==> config.mk <==
export PLATFORM = sky130hd
export DESIGN_NAME = multicycle_ctrl
export DESIGN_NICKNAME = d
export VERILOG_FILES = /design/src/rtl/multicycle_ctrl_pkg.sv /design/src/rtl/multicycle_ctrl_alu_dec.sv /design/src/rtl/multicycle_ctrl.sv
export SDC_FILE = /design/constraint.sdc
export NUM_CORES = 1
export LEC_CHECK = 0
export CAP_MARGIN = 20
export CORE_ASPECT_RATIO = 0.9
export CORE_MARGIN = 1
export CORE_UTILIZATION = 40
export CTS_CLUSTER_DIAMETER = 40
export CTS_CLUSTER_SIZE = 16
export DETAILED_ROUTE_END_ITERATION = 8
export GPL_TIMING_DRIVEN = 0
export HOLD_SLACK_MARGIN = 0.02
export PLACE_DENSITY = 0.71
export SLEW_MARGIN = 20
export SYNTH_ARGS = -nofsm -noshare
export SYNTH_HDL_FRONTEND = slang
export SYNTH_SLANG_ARGS = --single-unit
==> constraint.sdc <==
create_clock -name clk -period 1.7 [get_ports clk]
set_input_delay 0.34 -clock clk [delete_from_list [all_inputs] [get_ports clk]]
set_output_delay 0.34 -clock clk [all_outputs]
set_load 0.02 [all_outputs]
==> src/rtl/multicycle_ctrl_pkg.sv <==
// Shared encodings for the multi-cycle controller: FSM states, opcode/funct
// constants and the mux-select / ALU operation codes.
package multicycle_ctrl_pkg;

    typedef enum logic [2:0] {
        S_IF  = 3'd0,
        S_ID  = 3'd1,
        S_EX  = 3'd2,
        S_MEM = 3'd3,
        S_WB  = 3'd4
    } state_e;

    localparam logic [5:0] OP_RTYPE = 6'b000000;
    localparam logic [5:0] OP_ADDI  = 6'b001000;
    localparam logic [5:0] OP_LW    = 6'b100011;
    localparam logic [5:0] OP_SW    = 6'b101011;
    localparam logic [5:0] OP_BEQ   = 6'b000100;
    localparam logic [5:0] OP_J     = 6'b000010;
    localparam logic [5:0] OP_JAL   = 6'b000011;

    localparam logic [5:0] FN_ADD = 6'b100000;
    localparam logic [5:0] FN_SUB = 6'b100010;
    localparam logic [5:0] FN_AND = 6'b100100;
    localparam logic [5:0] FN_OR  = 6'b100101;
    localparam logic [5:0] FN_SLT = 6'b101010;

    localparam logic [1:0] WD_ALU = 2'b00;
    localparam logic [1:0] WD_MEM = 2'b01;
    localparam logic [1:0] WD_PC4 = 2'b10;

    localparam logic [1:0] RD_RT  = 2'b00;
    localparam logic [1:0] RD_RD  = 2'b01;
    localparam logic [1:0] RD_R31 = 2'b10;

    localparam logic [1:0] PC_PLUS4  = 2'b00;
    localparam logic [1:0] PC_BRANCH = 2'b01;
    localparam logic [1:0] PC_JUMP   = 2'b10;

    localparam logic [3:0] ALU_AND = 4'b0000;
    localparam logic [3:0] ALU_OR  = 4'b0001;
    localparam logic [3:0] ALU_ADD = 4'b0010;
    localparam logic [3:0] ALU_SUB = 4'b0110;
    localparam logic [3:0] ALU_SLT = 4'b0111;

    // Opcodes that need the EX state after decode.
    function automatic logic op_goes_ex(input logic [5:0] op);
        return (op == OP_RTYPE) || (op == OP_ADDI) || (op == OP_LW) ||
               (op == OP_SW) || (op == OP_BEQ);
    endfunction

endpackage

==> src/rtl/multicycle_ctrl_alu_dec.sv <==
// ALU operation decode from the latched opcode and the funct field; flags an
// undecodable funct for R-type instructions.
module alu_dec
    import multicycle_ctrl_pkg::*;
(
    input  logic [5:0] op_i,
    input  logic [5:0] funct_i,
    output logic [3:0] alu_ctrl_o,
    output logic       funct_ill_o
);

    always_comb begin
        alu_ctrl_o  = ALU_ADD;
        funct_ill_o = 1'b0;
        case (op_i)
            OP_RTYPE: begin
                case (funct_i)
                    FN_ADD:  alu_ctrl_o = ALU_ADD;
                    FN_SUB:  alu_ctrl_o = ALU_SUB;
                    FN_AND:  alu_ctrl_o = ALU_AND;
                    FN_OR:   alu_ctrl_o = ALU_OR;
                    FN_SLT:  alu_ctrl_o = ALU_SLT;
                    default: funct_ill_o = 1'b1;
                endcase
            end
            OP_BEQ:  alu_ctrl_o = ALU_SUB;
            default: alu_ctrl_o = ALU_ADD;
        endcase
    end

endmodule

==> src/rtl/multicycle_ctrl.sv <==
// Five-state multi-cycle CPU controller (IF/ID/EX/MEM/WB) with a MEM wait counter.
// Define JAL_LINK_EN to make jal write PC+4 to r31; otherwise jal acts as j.
module multicycle_ctrl
    import multicycle_ctrl_pkg::*;
#(
    parameter int unsigned MEM_WAIT = 0
) (
    input  logic       clk,
    input  logic       rstn,
    input  logic [5:0] Op,
    input  logic [5:0] Funct,
    input  logic       Zero,
    output logic       PCWrite,
    output logic       IRWrite,
    output logic       RegWrite,
    output logic       MemRead,
    output logic       MemWrite,
    output logic [1:0] WDSel,
    output logic [1:0] RegDst,
    output logic [1:0] PCSrc,
    output logic [3:0] ALUCtrl,
    output logic       Illegal
);

    localparam logic [3:0] WAIT_INIT = MEM_WAIT[3:0];

    state_e     state_q, state_d;
    logic [5:0] op_q, op_d;
    logic [3:0] cnt_q, cnt_d;
    logic [3:0] alu_ctrl;
    logic       funct_ill;

    alu_dec u_alu_dec (
        .op_i       (op_q),
        .funct_i    (Funct),
        .alu_ctrl_o (alu_ctrl),
        .funct_ill_o(funct_ill)
    );

    always_ff @(posedge clk or negedge rstn) begin
        if (!rstn) begin
            state_q <= S_IF;
            op_q    <= '0;
            cnt_q   <= '0;
        end else begin
            state_q <= state_d;
            op_q    <= op_d;
            cnt_q   <= cnt_d;
        end
    end

    always_comb begin
        state_d = state_q;
        op_d    = op_q;
        cnt_d   = cnt_q;
        case (state_q)
            S_IF: state_d = S_ID;
            S_ID: begin
                op_d = Op;
                if (op_goes_ex(Op)) begin
                    state_d = S_EX;
`ifdef JAL_LINK_EN
                end else if (Op == OP_JAL) begin
                    state_d = S_WB;
`endif
                end else begin
                    state_d = S_IF;
                end
            end
            S_EX: begin
                case (op_q)
                    OP_RTYPE, OP_ADDI: state_d = S_WB;
                    OP_LW, OP_SW: begin
                        state_d = S_MEM;
                        cnt_d   = WAIT_INIT;
                    end
                    default: state_d = S_IF;
                endcase
            end
            S_MEM: begin
                if (cnt_q == 4'd0) begin
                    state_d = (op_q == OP_LW) ? S_WB : S_IF;
                end else begin
                    cnt_d = cnt_q - 4'd1;
                end
            end
            S_WB:    state_d = S_IF;
            default: state_d = S_IF;
        endcase
    end

    // Reset gates every output so nothing is asserted while rstn is low.
    always_comb begin
        PCWrite  = 1'b0;
        IRWrite  = 1'b0;
        RegWrite = 1'b0;
        MemRead  = 1'b0;
        MemWrite = 1'b0;
        WDSel    = WD_ALU;
        RegDst   = RD_RT;
        PCSrc    = PC_PLUS4;
        ALUCtrl  = 4'b0000;
        Illegal  = 1'b0;
        if (rstn) begin
            case (state_q)
                S_IF: begin
                    IRWrite = 1'b1;
                    PCWrite = 1'b1;
                    PCSrc   = PC_PLUS4;
                end
                S_ID: begin
                    case (Op)
                        OP_J: begin
                            PCWrite = 1'b1;
                            PCSrc   = PC_JUMP;
                        end
                        OP_JAL: begin
`ifndef JAL_LINK_EN
                            PCWrite = 1'b1;
                            PCSrc   = PC_JUMP;
`endif
                        end
                        default: Illegal = !op_goes_ex(Op);
                    endcase
                end
                S_EX: begin
                    ALUCtrl = alu_ctrl;
                    Illegal = funct_ill;
                    if (op_q == OP_BEQ && Zero) begin
                        PCWrite = 1'b1;
                        PCSrc   = PC_BRANCH;
                    end
                end
                S_MEM: begin
                    MemRead  = (op_q == OP_LW);
                    MemWrite = (op_q == OP_SW);
                end
                S_WB: begin
                    case (op_q)
                        OP_RTYPE: begin
                            RegWrite = !funct_ill;
                            RegDst   = RD_RD;
                        end
                        OP_ADDI: RegWrite = 1'b1;
                        OP_LW: begin
                            RegWrite = 1'b1;
                            WDSel    = WD_MEM;
                        end
`ifdef JAL_LINK_EN
                        OP_JAL: begin
                            RegWrite = 1'b1;
                            WDSel    = WD_PC4;
                            RegDst   = RD_R31;
                            PCWrite  = 1'b1;
                            PCSrc    = PC_JUMP;
                        end
`endif
                        default: RegWrite = 1'b0;
                    endcase
                end
                default: IRWrite = 1'b0;
            endcase
        end
    end

endmodule

==> results of run 1 <==
[cell usage after synthesis (2+ instances only)]
cell      instances
nor2_1           11
nor4_1            3
nand4_1           2
nor3b_1           4
inv_1             2
nand2b_1          4
and3_1            3
nor3_1            7
a21oi_1           5
a31o_2            2
nor3_2            2
nand2_1           8
a22o_1            2
mux2_2            6
and2_1            2
dfrtp_1          13
buf_2             3
o21ai_0           2
nand3_1           6
mux2i_1           2
nor2b_1           5
buf_4             3
[stage by stage]
stage	power [mW]	setup TNS [ns]	hold slack (ns)	setup WS, ns
6_report	1.70	-2.04	0.287	-0.246
5_1_grt	1.79	-2.64	0.286	-0.294
2_1_floorplan	0.885	0	0.0444	0.0634
4_1_cts	1.55	-0.991	0.325	-0.149
3_3_place_gp	1.06	-13.48	0.518	-1.19
3_5_place_dp	1.07	-13.75	0.525	-1.20
[kinds of logic after synthesis]
logic type / count (synthesis) / share of synthesized area, %
xor+xnor: 1 / 0.900
flops: 13 / 33.4
compound gates: 19 / 13.8
buf+inv: 9 / 5.01
simple gates: 62 / 36.2
mux: 8 / 9.00
fa+ha+maj: 1 / 1.29
other cells: 1 / 0.385
[power by group]
group | internal [mW] | switching (mW)
clock network | 0.0918 | 0.113
logic | 0.494 | 0.459
registers | 0.406 | 0.137
[worst min-delay path by stage]
stage	from	endpoint	cells past startpoint
6_report	Op[3]	op_q[3]$_DFFE_PN0P_	2
5_1_grt	Op[3]	op_q[3]$_DFFE_PN0P_	2
4_1_cts	Op[2]	op_q[2]$_DFFE_PN0P_	2
3_5_place_dp	cnt_q[1]$_DFFE_PN0P_	cnt_q[1]$_DFFE_PN0P_	1
3_3_place_gp	cnt_q[1]$_DFFE_PN0P_	cnt_q[1]$_DFFE_PN0P_	1
2_1_floorplan	rstn	cnt_q[0]$_DFFE_PN0P_	0
[area by class of cell]
cell class	count	area, um^2	share of cell area [%]
flip-flops and latches	13	330	20.2
plain buffers	6	56.3	3.45
inverters	3	11.3	0.690
multi-input cells	94	761	46.6
repair buffers	50	413	25.3
well taps	27	33.8	2.07
clock buffers	4	26.3	1.61
[state kept, by name (all words and copies together) (netlist names)]
signal / cells
op_q: 6
cnt_q: 4
state_q: 3
[what timing repair did]
action	4_1_cts	5_1_grt
setup endpoints to repair	13	12
gates cloned	0	1
hold endpoints to repair	13	0
buffers inserted	17	4
pin swaps	15	10
hold buffers	1	0
gates resized for setup	132	20
[metal layers]
layer,GRT usage (%),wire length [um],up-vias
met5,0,0,-
met4,10.7,129,0
met3,4.67,251,17
met2,36.8,1660,64
met1,31.9,1300,541
li1,-,-,526
==> impl_metrics.json, run 1 <==
{
  "status": "finished with violations",
  "violations": "negative setup slack",
  "yosys.area.top_type_share_pct": 33.4,
  "root_buffer": "clkbuf_4",
  "final_core_utilization_pct": 72.8,
  "synth_edf_count": 0,
  "layout.nets": 187,
  "rrSetupSlack_ns": 0.02,
  "critical_path.endpoint_type": "output port",
  "cp.required_ns": 1.36,
  "ios": 31,
  "slew_headroom_pct": 61.1,
  "mostFrequentLayoutCell": "buf_4",
  "h-tree-depth": 1,
  "grt_max_degree": 14,
  "power_density_nw_per_um2": 1040,
  "viasPerCell": 5.83,
  "fp-row-count": 16,
  "fillers": 157,
  "cp_data_arrival_time_ns": 1.61,
  "maxSlewViolCount": 0,
  "timing.fmax_mhz": 514,
  "drcViolationCount": 0,
  "cp_common_cell": "buf_4",
  "numCtsBuffers": 3,
  "syn_area_um2": 973,
  "cts_tree": "yes",
  "tightest_slew_ns": 0.582,
  "setup_viol": 11,
  "seq_area_frac_synth_pct": 33.4,
  "synthTopCellsByArea": "dfrtp_1, mux2_2, nor2_1",
  "endpoint": "PCWrite",
  "r2r-start": "state_q[1]$_DFFE_PN0P_",
  "place.gp.congestion": 0.805,
  "vias": 1148,
  "overflow": 0,
  "crit_path_start": "op_q[1]$_DFFE_PN0P_",
  "slowest_delay_ns": 0.44,
  "io_buffers": 27,
  "path_cells": "nor3_4 > buf_4 > buf_6 > nand3_1 > a21oi_1 > buf_4",
  "crit_fanout": 4,
  "cp.buffers_inverters": 3,
  "path_delay_family": "flip-flops",
  "grt_pass1_wl_um": 4490,
  "dp.cells": 170,
  "coreArea_um2": 2240,
  "place_area_um2": 1300,
  "fin_crit_ns": 1.95,
  "fin_crit_sh_pct": 114,
  "yosys.cell_types.count": 39,
  "synth_top_flop_cell": "dfrtp_1",
  "track_usage_pct": 23.9,
  "drt_iter0_drc": 51,
  "fin_skew_ns": 0.00579,
  "drt_pre_antenna_iters": 4,
  "finalHoldViolations": 0,
  "die_w_um": 54,
  "layout-drive-gt1-share_pct": 51.8,
  "die_area_um2": 2640,
  "rsz0062_at_grt": "true",
  "dp.final_hpwl_um": 1810,
  "r2r_end": "op_q[4]$_DFFE_PN0P_",
  "hp-class": "input port to flip-flop",
  "clk_pin_slew_ns": 0.07,
  "cp.depth": 6,
  "cts_sinks": 13,
  "die_y_um": 48.8,
  "ant_nets": 0,
  "grt_pass1_vias": 968,
  "finalWorstSetupSlack_ns": -0.246,
  "cp_slowest_cell": "dfrtp_1",
  "cellLeakagePower_nw": 0.718,
  "wl_per_cell_um": 17.0,
  "synth_top_cell_by_area": "dfrtp_1",
  "worstSkewPairLatency_ns": 0.30,
  "syn2layout_area_growth_pct": 67.6,
  "diodes": 0,
  "ys_ff_latch": 13,
  "start_util_pct": 43.4,
  "r2r.worst_path.cells": 5,
  "totalWireLength_um": 3340,
  "ir_worst_vdd_uv": 838,
  "final_cell_area_um2": 1630,
  "final_cell_mix": "buf_4, buf_6, nor2_1, dfrtp_1, nand2_1",
  "async_flop_share_pct": 100,
  "clockBufferDepth": 2,
  "path_class": "flip-flop to output port",
  "cp-start-kind": "flip-flop",
  "avgSynthCellArea_um2": 8.54,
  "fin_cells": 197,
  "synthCells": 114,
  "max_cap_violations": 0,
  "grt_antenna_before_repair": 0,
  "synth_warnings": 0
}
No activity file was read; power rests on OpenSTA's default activity.
==> inputs of run 2 (changes only) <==
--- a/config.mk
+++ b/config.mk
@@ -7,3 +7,2 @@
 export LEC_CHECK = 0
-export CAP_MARGIN = 20
 export CORE_ASPECT_RATIO = 0.9
@@ -11,3 +10,2 @@
 export CORE_UTILIZATION = 40
-export CTS_CLUSTER_DIAMETER = 40
 export CTS_CLUSTER_SIZE = 16
--- a/constraint.sdc
+++ b/constraint.sdc
@@ -3,2 +3,2 @@
 set_output_delay 0.34 -clock clk [all_outputs]
-set_load 0.02 [all_outputs]
+set_load 0.05 [all_outputs]
==> impl_metrics.json, run 2 (synthesis results as in run 1) <==
{
  "clockBufferDepth": 2,
  "layout.nets": 197,
  "path_delay_family": "simple AND/OR/NAND/NOR gates",
  "layout-drive-gt1-share_pct": 62.8,
  "mostFrequentLayoutCell": "buf_4",
  "status": "finished with violations",
  "critical_path.endpoint_type": "output port",
  "slowest_delay_ns": 0.42,
  "numCtsBuffers": 3,
  "root_buffer": "clkbuf_4",
  "largest_reg_flops": 6,
  "cellLeakagePower_nw": 0.822,
  "rsz0062_at_grt": "true",
  "grt_antenna_before_repair": 0,
  "worstSkewPairLatency_ns": 0.30,
  "finalHoldViolations": 0,
  "hold_path_depth": 2,
  "ios": 31,
  "dp.final_hpwl_um": 1990,
  "cp_slowest_cell": "dfrtp_1",
  "ir_worst_vdd_uv": 923,
  "io_buffers": 27,
  "drt_iter0_drc": 26,
  "track_usage_pct": 29.4,
  "regMostFlops": "op_q",
  "top_regs": "op_q (6), cnt_q (4), state_q (3)",
  "diodes": 0,
  "cp-start-kind": "flip-flop",
  "cts_tree": "yes",
  "violations": "negative setup slack",
  "r2r-start": "cnt_q[0]$_DFFE_PN0P_",
  "cp_data_arrival_time_ns": 1.68,
  "drcViolationCount": 0,
  "slew_headroom_pct": 60.7,
  "clk_pin_slew_ns": 0.10,
  "path_cells": "nor3_4 > buf_4 > buf_6 > nand3_4 > nor2_4 > buf_8",
  "setup_viol": 12,
  "grt_pass1_vias": 1230,
  "die_w_um": 54,
  "coreArea_um2": 2240,
  "wl_per_cell_um": 18.6,
  "h-tree-depth": 1,
  "vias": 1193,
  "viasPerCell": 5.76,
  "hold_start": "Op[2]",
  "ant_nets": 0,
  "fp-row-count": 16,
  "cp.required_ns": 1.36,
  "cp.buffers_inverters": 3,
  "power.total_mw": 2.00,
  "path_class": "flip-flop to output port",
  "tns_ns": -2.89,
  "finalWorstSetupSlack_ns": -0.321,
  "drt_pre_antenna_iters": 4,
  "overflow": 0,
  "tightest_slew_ns": 0.587,
  "max_cap_violations": 0,
  "die_area_um2": 2640,
  "grt_pass1_wl_um": 5580,
  "die_y_um": 48.8,
  "timing.fmax_mhz": 495,
  "maxSlewViolCount": 0,
  "place.gp.congestion": 0.786,
  "fin_crit_ns": 2.02,
  "crit_fanout": 5,
  "r2r.worst_path.cells": 6,
  "syn2layout_area_growth_pct": 91.8,
  "fin_crit_sh_pct": 119,
  "totalWireLength_um": 3850,
  "hp-class": "input port to flip-flop",
  "fin_skew_ns": 0.0163,
  "grt_max_degree": 14,
  "holdPathEnd": "op_q[2]$_DFFE_PN0P_",
  "rrSetupSlack_ns": 0.09,
  "cts_sinks": 13,
  "r2r_end": "cnt_q[1]$_DFFE_PN0P_",
  "final_cell_mix": "buf_4, buf_6, dfrtp_1",
  "start_util_pct": 43.4,
  "power_density_nw_per_um2": 1070
}
## run 2: cell count changes in the layout (fill, tap and decap cells not counted), moves of 3 or more
cell / delta
nor2_1: -4
nand3_2: +3
buf_6: +6
nand3_1: -3
nor2_2: +4
## run 2: worst reg2reg max path, cell delays in order, from the launching register on
cell,delay [ns]
dfrtp_1,0.44
inv_1,0.08
ha_1,0.19
or3b_4,0.41
nand2_1,0.09
o22ai_1,0.08
a22o_1,0.22
## run 2: how the worst max path moves through the flow
stage                                start         end  slack (ns)  cells after the start
floorplan           state_q[0]$_DFFE_PN0P_    RegWrite       -0.16                      4
global placement                      rstn  ALUCtrl[2]       -1.43                      6
detailed placement                    rstn  ALUCtrl[2]       -1.44                      6
CTS                    op_q[0]$_DFFE_PN0P_    RegWrite       -0.24                      5
global route           op_q[1]$_DFFE_PN0P_  ALUCtrl[2]       -0.36                      6
finish                 op_q[1]$_DFFE_PN0P_  ALUCtrl[2]       -0.32                      6
## run 2: power by group
group          switching (mW)  internal, mW  leakage [nW]
registers               0.123         0.406         0.161
clock network           0.122        0.0879        0.0177
logic                   0.651         0.610         0.643
total                   0.895          1.10         0.822
## run 2: area by class of cell
cell class	instances	area [um^2]
Buffer	6	56.3
Timing Repair Buffer	60	537
Multi-Input combinational cell	94	871
Clock inverter	1	5.00
Inverter	3	11.3
Clock buffer	3	22.5
Fill cell	129	375
Sequential cell	13	330
Tap cell	27	33.8
## run 2: stage by stage
stage / util (%) / setup slack (ns) / cells / cell area [um^2] / hold WS [ns]
finish: 83.3 / -0.321 / 207 / 1870 / 0.335
global route: 83.3 / -0.364 / 207 / 1870 / 0.355
CTS: 77.5 / -0.244 / 201 / 1740 / 0.326
detailed placement: 60.9 / -1.44 / 170 / 1370 / 0.525
global placement: 60.9 / -1.43 / 170 / 1370 / 0.519
floorplan: - / -0.159 / 116 / 1060 / 0.0444
## run 2: timing repair
action	CTS	global route
endpoints found under the hold margin	13	0
endpoints found under the setup margin	13	14
gates resized for setup	151	19
hold buffers	1	0
pin swaps	18	12
buffers inserted	26	6
## run 2: metal layers
metal	up-vias	global-route usage, %	part of all wire [%]	wire length, um
met4	0	15.4	5.4	207
met3	19	6.23	4.9	189
met5	-	0	0	0
li1	545	-	-	-
met1	580	33.9	37	1450
met2	49	49.4	52	2010
